### config.mk
export PLATFORM = sky130hd
export DESIGN_NAME = alu_request_arbiter
export DESIGN_NICKNAME = d
export VERILOG_FILES = /design/src/rtl/alu_request_arbiter.sv
export SDC_FILE = /design/constraint.sdc
export NUM_CORES = 1
export LEC_CHECK = 0
export ABC_AREA = 1
export ABC_CLOCK_PERIOD_IN_PS = 2000
export CAP_MARGIN = 20
export CORE_AREA = 5 5 109 111
export DETAILED_ROUTE_END_ITERATION = 10
export DIE_AREA = 0 0 114 116
export DONT_BUFFER_PORTS = 1
export PLACE_DENSITY = 0.62
export SKIP_CTS_REPAIR_TIMING = 1
export SKIP_LAST_GASP = 1
export SLEW_MARGIN = 40
export SYNTH_ARGS = -nofsm -noshare
export SYNTH_HDL_FRONTEND = slang
export SYNTH_SLANG_ARGS = --single-unit
### constraint.sdc
create_clock -name Clock -period 2 [get_ports Clock]
set_input_delay 0.2 -clock Clock [delete_from_list [all_inputs] [get_ports Clock]]
set_output_delay 0.2 -clock Clock [all_outputs]
set_load 0.01 [all_outputs]
### src/rtl/alu_request_arbiter.sv
// Round-robin arbiter/sequencer sharing one fixed-latency ALU between two clients.
// Optional ALU_ARB_LOCK_EN adds a Lock port that lets the last winner keep priority for the next tie.
//
// state  | meaning
// IDLE   | waiting for any Req; arbitrates and latches operands on the grant edge
// ISSUE  | Gnt pulse; the edge ending this state is when the ALU samples its operands
// WAIT   | counting down the ALU latency; captures AluOut/AluFlags when the count hits 0
// DONE   | Done pulse for the winner; Result/Flags are valid
module alu_request_arbiter #(
    parameter int unsigned LATENCY = 3
) (
    input  logic        Clock,
    input  logic        Reset,
    input  logic [1:0]  Req,
`ifdef ALU_ARB_LOCK_EN
    input  logic [1:0]  Lock,
`endif
    input  logic [63:0] OpA,
    input  logic [63:0] OpB,
    input  logic [9:0]  OpFunSel,
    input  logic [1:0]  OpWF,
    output logic [1:0]  Gnt,
    output logic [1:0]  Done,
    output logic [31:0] Result,
    output logic [3:0]  Flags,
    output logic        Busy,
    output logic [31:0] AluA,
    output logic [31:0] AluB,
    output logic [4:0]  AluFunSel,
    output logic        AluWF,
    input  logic [31:0] AluOut,
    input  logic [3:0]  AluFlags
);

    localparam logic [1:0] S_IDLE  = 2'd0;
    localparam logic [1:0] S_ISSUE = 2'd1;
    localparam logic [1:0] S_WAIT  = 2'd2;
    localparam logic [1:0] S_DONE  = 2'd3;

    localparam logic [3:0] LAT_CNT = 4'(LATENCY);

    logic [1:0]  state_q, state_d;
    logic [3:0]  cnt_q, cnt_d;
    logic        last_q, last_d;
    logic        win_q, win_d;
    logic [31:0] result_q, result_d;
    logic [3:0]  flags_q, flags_d;
    logic [31:0] alu_a_q, alu_a_d;
    logic [31:0] alu_b_q, alu_b_d;
    logic [4:0]  alu_fs_q, alu_fs_d;
    logic        alu_wf_q, alu_wf_d;

    logic req_win;
    logic lock_hit;

    // A lone requester wins; on a tie the client that did not win last time wins.
    always_comb begin
        if (Req == 2'b10)
            req_win = 1'b1;
        else if (Req == 2'b01)
            req_win = 1'b0;
        else
            req_win = ~last_q;
    end

`ifdef ALU_ARB_LOCK_EN
    assign lock_hit = Lock[win_q];
`else
    assign lock_hit = 1'b0;
`endif

    always_comb begin
        state_d  = state_q;
        cnt_d    = cnt_q;
        last_d   = last_q;
        win_d    = win_q;
        result_d = result_q;
        flags_d  = flags_q;
        alu_a_d  = alu_a_q;
        alu_b_d  = alu_b_q;
        alu_fs_d = alu_fs_q;
        alu_wf_d = alu_wf_q;
        case (state_q)
            S_IDLE: begin
                if (|Req) begin
                    win_d    = req_win;
                    last_d   = req_win;
                    alu_a_d  = req_win ? OpA[63:32] : OpA[31:0];
                    alu_b_d  = req_win ? OpB[63:32] : OpB[31:0];
                    alu_fs_d = req_win ? OpFunSel[9:5] : OpFunSel[4:0];
                    alu_wf_d = req_win ? OpWF[1] : OpWF[0];
                    cnt_d    = LAT_CNT;
                    state_d  = S_ISSUE;
                end
            end
            S_ISSUE: begin
                cnt_d   = cnt_q - 4'd1;
                state_d = S_WAIT;
            end
            S_WAIT: begin
                if (cnt_q == 4'd0) begin
                    result_d = AluOut;
                    flags_d  = AluFlags;
                    state_d  = S_DONE;
                end else begin
                    cnt_d = cnt_q - 4'd1;
                end
            end
            S_DONE: begin
                // A locked winner hands itself priority for the next tie.
                if (lock_hit)
                    last_d = ~win_q;
                state_d = S_IDLE;
            end
            default: state_d = S_IDLE;
        endcase
    end

    always_ff @(posedge Clock) begin
        if (!Reset) begin
            state_q  <= S_IDLE;
            cnt_q    <= 4'd0;
            last_q   <= 1'b1;
            win_q    <= 1'b0;
            result_q <= 32'd0;
            flags_q  <= 4'd0;
            alu_a_q  <= 32'd0;
            alu_b_q  <= 32'd0;
            alu_fs_q <= 5'd0;
            alu_wf_q <= 1'b0;
        end else begin
            state_q  <= state_d;
            cnt_q    <= cnt_d;
            last_q   <= last_d;
            win_q    <= win_d;
            result_q <= result_d;
            flags_q  <= flags_d;
            alu_a_q  <= alu_a_d;
            alu_b_q  <= alu_b_d;
            alu_fs_q <= alu_fs_d;
            alu_wf_q <= alu_wf_d;
        end
    end

    assign Gnt       = (state_q == S_ISSUE) ? (win_q ? 2'b10 : 2'b01) : 2'b00;
    assign Done      = (state_q == S_DONE)  ? (win_q ? 2'b10 : 2'b01) : 2'b00;
    assign Busy      = (state_q != S_IDLE);
    assign Result    = result_q;
    assign Flags     = flags_q;
    assign AluA      = alu_a_q;
    assign AluB      = alu_b_q;
    assign AluFunSel = alu_fs_q;
    assign AluWF     = alu_wf_q;

endmodule
==> flow_metrics.py <==
metrics = {
    "timing": {
        "tightest_slew_ns": 0.5705,
        "report.final.hold_viol_count": 13,
        "clock.fmax_ghz": 0.5902,
        "drv_slew": 0,
        "rsz0062_at_grt": "false",
        "holdWs_ns": -0.05745,
        "setup_viol": 0,
        "tns_ns": 0,
        "fin_worst_skew_ns": 0.007432,
        "post-route-min-period_ns": 1.694,
        "timing.final.crit_share": 0.8471,
        "maxSlewHeadroom": 0.6191,
    },
    "synthesis": {
        "ys_types": 17,
        "yosysTopAreaCellShare": 0.4151,
        "yosys_warnings": 0,
        "synthesis.nets": 1038,
        "syn_avg_cell_area_sq_um": 6.468,
        "synth_area_leader_cell": "dfxtp_1",
        "synth-seq-area-share": 0.4151,
        "synth_seq_cells": 114,
        "syn_area_sq_um": 5498,
        "postSynthCellCount": 850,
        "synth_area_leaders": "dfxtp_1 (42%), nand2_1 (16%), nand3_1 (13%), nor2_1 (10%), inv_1 (5.6%)",
    },
    "finish": {
        "nets": 1173,
        "final_cell_mix": "nand2_1 (241), dlygate4sd3_1 (163), nor2_1 (153)",
        "area_delta_synth_final_pct": 39.05,
        "diodes": 0,
        "drive_gt1_frac": 0.04709,
        "final_common_cell": "nand2_1",
    },
    "run_status": {
        "violations": "negative hold slack",
        "status": "finished, violations left",
    },
    "place": {
        "dp_hpwl_mm": 11.33,
        "numPortBuffers": 0,
        "gp_congestion": 0.8037,
    },
    "critical_path": {
        "critPathTopFamily": "simple AND/OR/NAND/NOR gates",
        "worst-path-buf-inv": 2,
        "critPathSlowestCell": "dfxtp_1",
        "path_class": "flop to flop",
        "r2r_setup_slack_ns": 0.31,
        "path_cells": "inv_1, ha_1, nand3_1, buf_4, nand2_1, nand2_1, nand2_1, nor2_1",
        "crit_path_start_kind": "flop",
        "cpPeakStageDelay_ns": 0.38,
        "crit_top_cell": "nand2_1",
        "endpoint_kind": "flop",
        "required_ns": 2.44,
        "worstPathMaxFanout": 39,
        "worstPathArrival_ns": 2.14,
    },
    "cts": {
        "cts_root_buf": "clkbuf_8",
        "cts_buffers": 17,
        "cts_tree": "done",
        "clk_latency_ns": 0.51,
        "clock_sinks": 114,
        "clk_pin_slew_ns": 0.06,
        "cts_buffer_depth": 2,
        "h-tree-depth": 4,
    },
    "global_route": {
        "grt_overflow_total": 0,
        "grtUsageTotal": 0.2251,
        "grt_pass1_wl_mm": 23.54,
        "grt_max_degree": 78,
        "antenna_found_initial": 0,
        "grt_pass1_vias": 4645,
    },
    "routing": {
        "first_pass_iters": 6,
        "drc_errors": 0,
        "dr.first_iter.drc_count": 618,
        "wirelength_mm": 19.10,
        "vias": 6074,
        "drt.antenna.violating_nets": 0,
        "viasPerCell": 5.337,
        "wl_per_cell_um": 16.78,
    },
    "job": {
        "maxCapViolCount": 0,
    },
    "power": {
        "ir_worst_vdd_uv": 619.6,
        "p_leak_nw": 3.700,
        "pwr_density_cell_nw_per_um2": 1307,
    },
    "floorplan": {
        "fp.dieH_um": 116,
        "std_cell_rows": 38,
        "ioPinCount": 291,
        "die_w_um": 114,
        "coreArea_sq_um": 10700,
        "die_area_sq_um": 13220,
        "start_util": 0.5139,
    },
    "min_path": {
        "worst_hold_path_type": "primary input to flop",
    },
}
## Yosys cell counts (all sizes together)
cell type  count
nand2        243
nor2         155
nand3        147
dfxtp        114
inv           86
buf           45
a21oi         40
clkbuf        11
ha             8
or2            1
## worst min-delay path: cells and delay by family
family / cells / cell delay [ns]
AND/OR/NAND/NOR: 3 / 0.19
buffers and inverters: 1 / 0.04
## cells by family (layout without fill, tap and decap cells)
group / Yosys count / count (layout) / synth area share
AO/OA/AOI/OAI: 40 / 40 / 0.03641
adder cells (fa/ha/maj): 8 / 8 / 0.01821
buffers and inverters: 142 / 290 / 0.1183
flip-flops: 114 / 114 / 0.4151
AND/OR/NAND/NOR: 546 / 546 / 0.4119
## state kept, by name, indices dropped and copies added (netlist names)
register	count
AluA	32
AluFunSel	5
cnt_q	4
Result	32
last_q	1
Flags	4
AluB	32
win_q	1
AluWF	1
state_q	2
## stage by stage
stage / instances / instance area (sq um) / total power, mW / setup slack, ns / util
global route: 1138 / 7645 / 10.70 / 0.1409 / 0.7146
finish: 1138 / 7645 / 9.992 / 0.3058 / 0.7146
global placement: 943 / 5451 / 6.705 / 0.4220 / 0.5096
detailed placement: 943 / 5451 / 6.836 / 0.3269 / 0.5096
CTS: 975 / 6013 / 9.703 / 0.3094 / 0.5621
floorplan: 850 / 5498 / 6.202 / 0.5437 / -
## path summary, 6_finish.rpt
path | startpoint | end | cells past startpoint
setup / recovery | state_q[0] | cnt_q[0] | 8
hold / removal | OpA[18] | AluA[18] | 4
setup reg to reg | state_q[0] | cnt_q[0] | 8
hold reg to reg | last_q | last_q | 2
## where the power goes
group / internal, mW / leakage, nW / switching, mW
registers: 2.92 / 0.938 / 0.814
clock network: 1.82 / 0.275 / 1.01
logic: 1.28 / 2.49 / 2.14
total: 6.03 / 3.70 / 3.96
## final cells by class
type	count	area, sq um
fill	832	3053
clock buffer	22	452.9
tap	140	175.2
clock inverter	10	108.9
multi-input combinational	594	2565
sequential	114	2282
inverter	86	324.1
timing repair buffer	172	1737
## routing by layer
layer	share of wire	track usage
met1	0.35	0.2545
met2	0.50	0.3696
met3	0.12	0.1008
met4	0.031	0.09660
met5	0	0
No activity file was read; power rests on OpenSTA's default activity.
==> RTL change: new RTL, config.mk and constraints unchanged <==
`result_q` no longer has a reset.
--- a/src/rtl/alu_request_arbiter.sv
+++ b/src/rtl/alu_request_arbiter.sv
@@ -123,5 +123,4 @@
             last_q   <= 1'b1;
             win_q    <= 1'b0;
-            result_q <= 32'd0;
             flags_q  <= 4'd0;
             alu_a_q  <= 32'd0;
@@ -134,5 +133,4 @@
             last_q   <= last_d;
             win_q    <= win_d;
-            result_q <= result_d;
             flags_q  <= flags_d;
             alu_a_q  <= alu_a_d;
@@ -141,4 +139,8 @@
             alu_wf_q <= alu_wf_d;
         end
+    end
+
+    always_ff @(posedge Clock) begin
+        result_q <= result_d;
     end
 
Behaviour: differs if Reset is asserted again (counterexample within 10 cycles, from zero or initial values and one cycle with Reset low); with Reset held inactive, the same outputs for 10 cycles.
==> RTL change against the original RTL <==
The flow now stops in 5_1_grt. Synthesized area shrank 4.6%.
==> RTL change: results (changes against the original RTL) <==
- CTS root buffer: clkbuf_8
- Post-synth EDFFs: 32 (+32)
- Net Count, Synth: 920 (-11%)
- Outcome: aborted with a tool error
- Clock sinks: 114 (unchanged)
- Exit stage: 5_1_grt
- Synthesis Warnings: 0 (unchanged)
- Commonest cells post-synth: nand2_1 (172), nor2_1 (148), nand3_1 (144), dfxtp_1 (82), inv_1 (82)
- Stop err: [ERROR RSZ-0060] Max buffer count reached.
- IO Port Bufs: 0 (unchanged)
- Gpl congestion: 0.797 (-0.80%)
- Synth unique cells: 18 (+1)
- Post-synth ARST share: 0% (unchanged)
- Row count: 38 (unchanged)
- Largest net degree at the start of global routing: 60
- H-tree levels: 4 (unchanged)
- Sequential-to-total area share from yosys stat: 49.6% (+8.1 points)
- Dominant cells by area after synthesis: dfxtp_1 (31%), edfxtp_1 (18%), nand3_1 (14%)
- Pre-CTS setup slack: 0.346 ns (+0.0196 ns)
- DPL Wire Length: 11,000 um (-2.6%)
- CTS Buf Count: 17 (unchanged)
- Max Root-Sink Buffers: 2 (unchanged)
- Placed inst area: 0.00537 mm2 (-1.6%)
[RTL change: changes by cell type after synthesis, moves of 3 or more]
cell / delta
dfxtp_1: -32
nand3_1: -3
nor2_1: -5
buf_4: -7
buf_6: -7
clkbuf_1: +9
a21oi_1: -30
edfxtp_1: +32
nand2_1: -69
buf_2: -7
[RTL change: metrics by stage]
step           hold slack (ns)  std cells
2_1_floorplan            0.299        732
3_3_place_gp             0.299        840
3_5_place_dp             0.299        840
4_1_cts                 -0.242        872
[RTL change: cell families after synthesis]
logic type,share of synthesized area (%)
AND/OR/NAND/NOR,36.9
AO/OA/AOI/OAI,1.60
XOR/XNOR,0.167
flip-flops,49.6
adder cells (fa/ha/maj),1.91
buffers and inverters,9.81
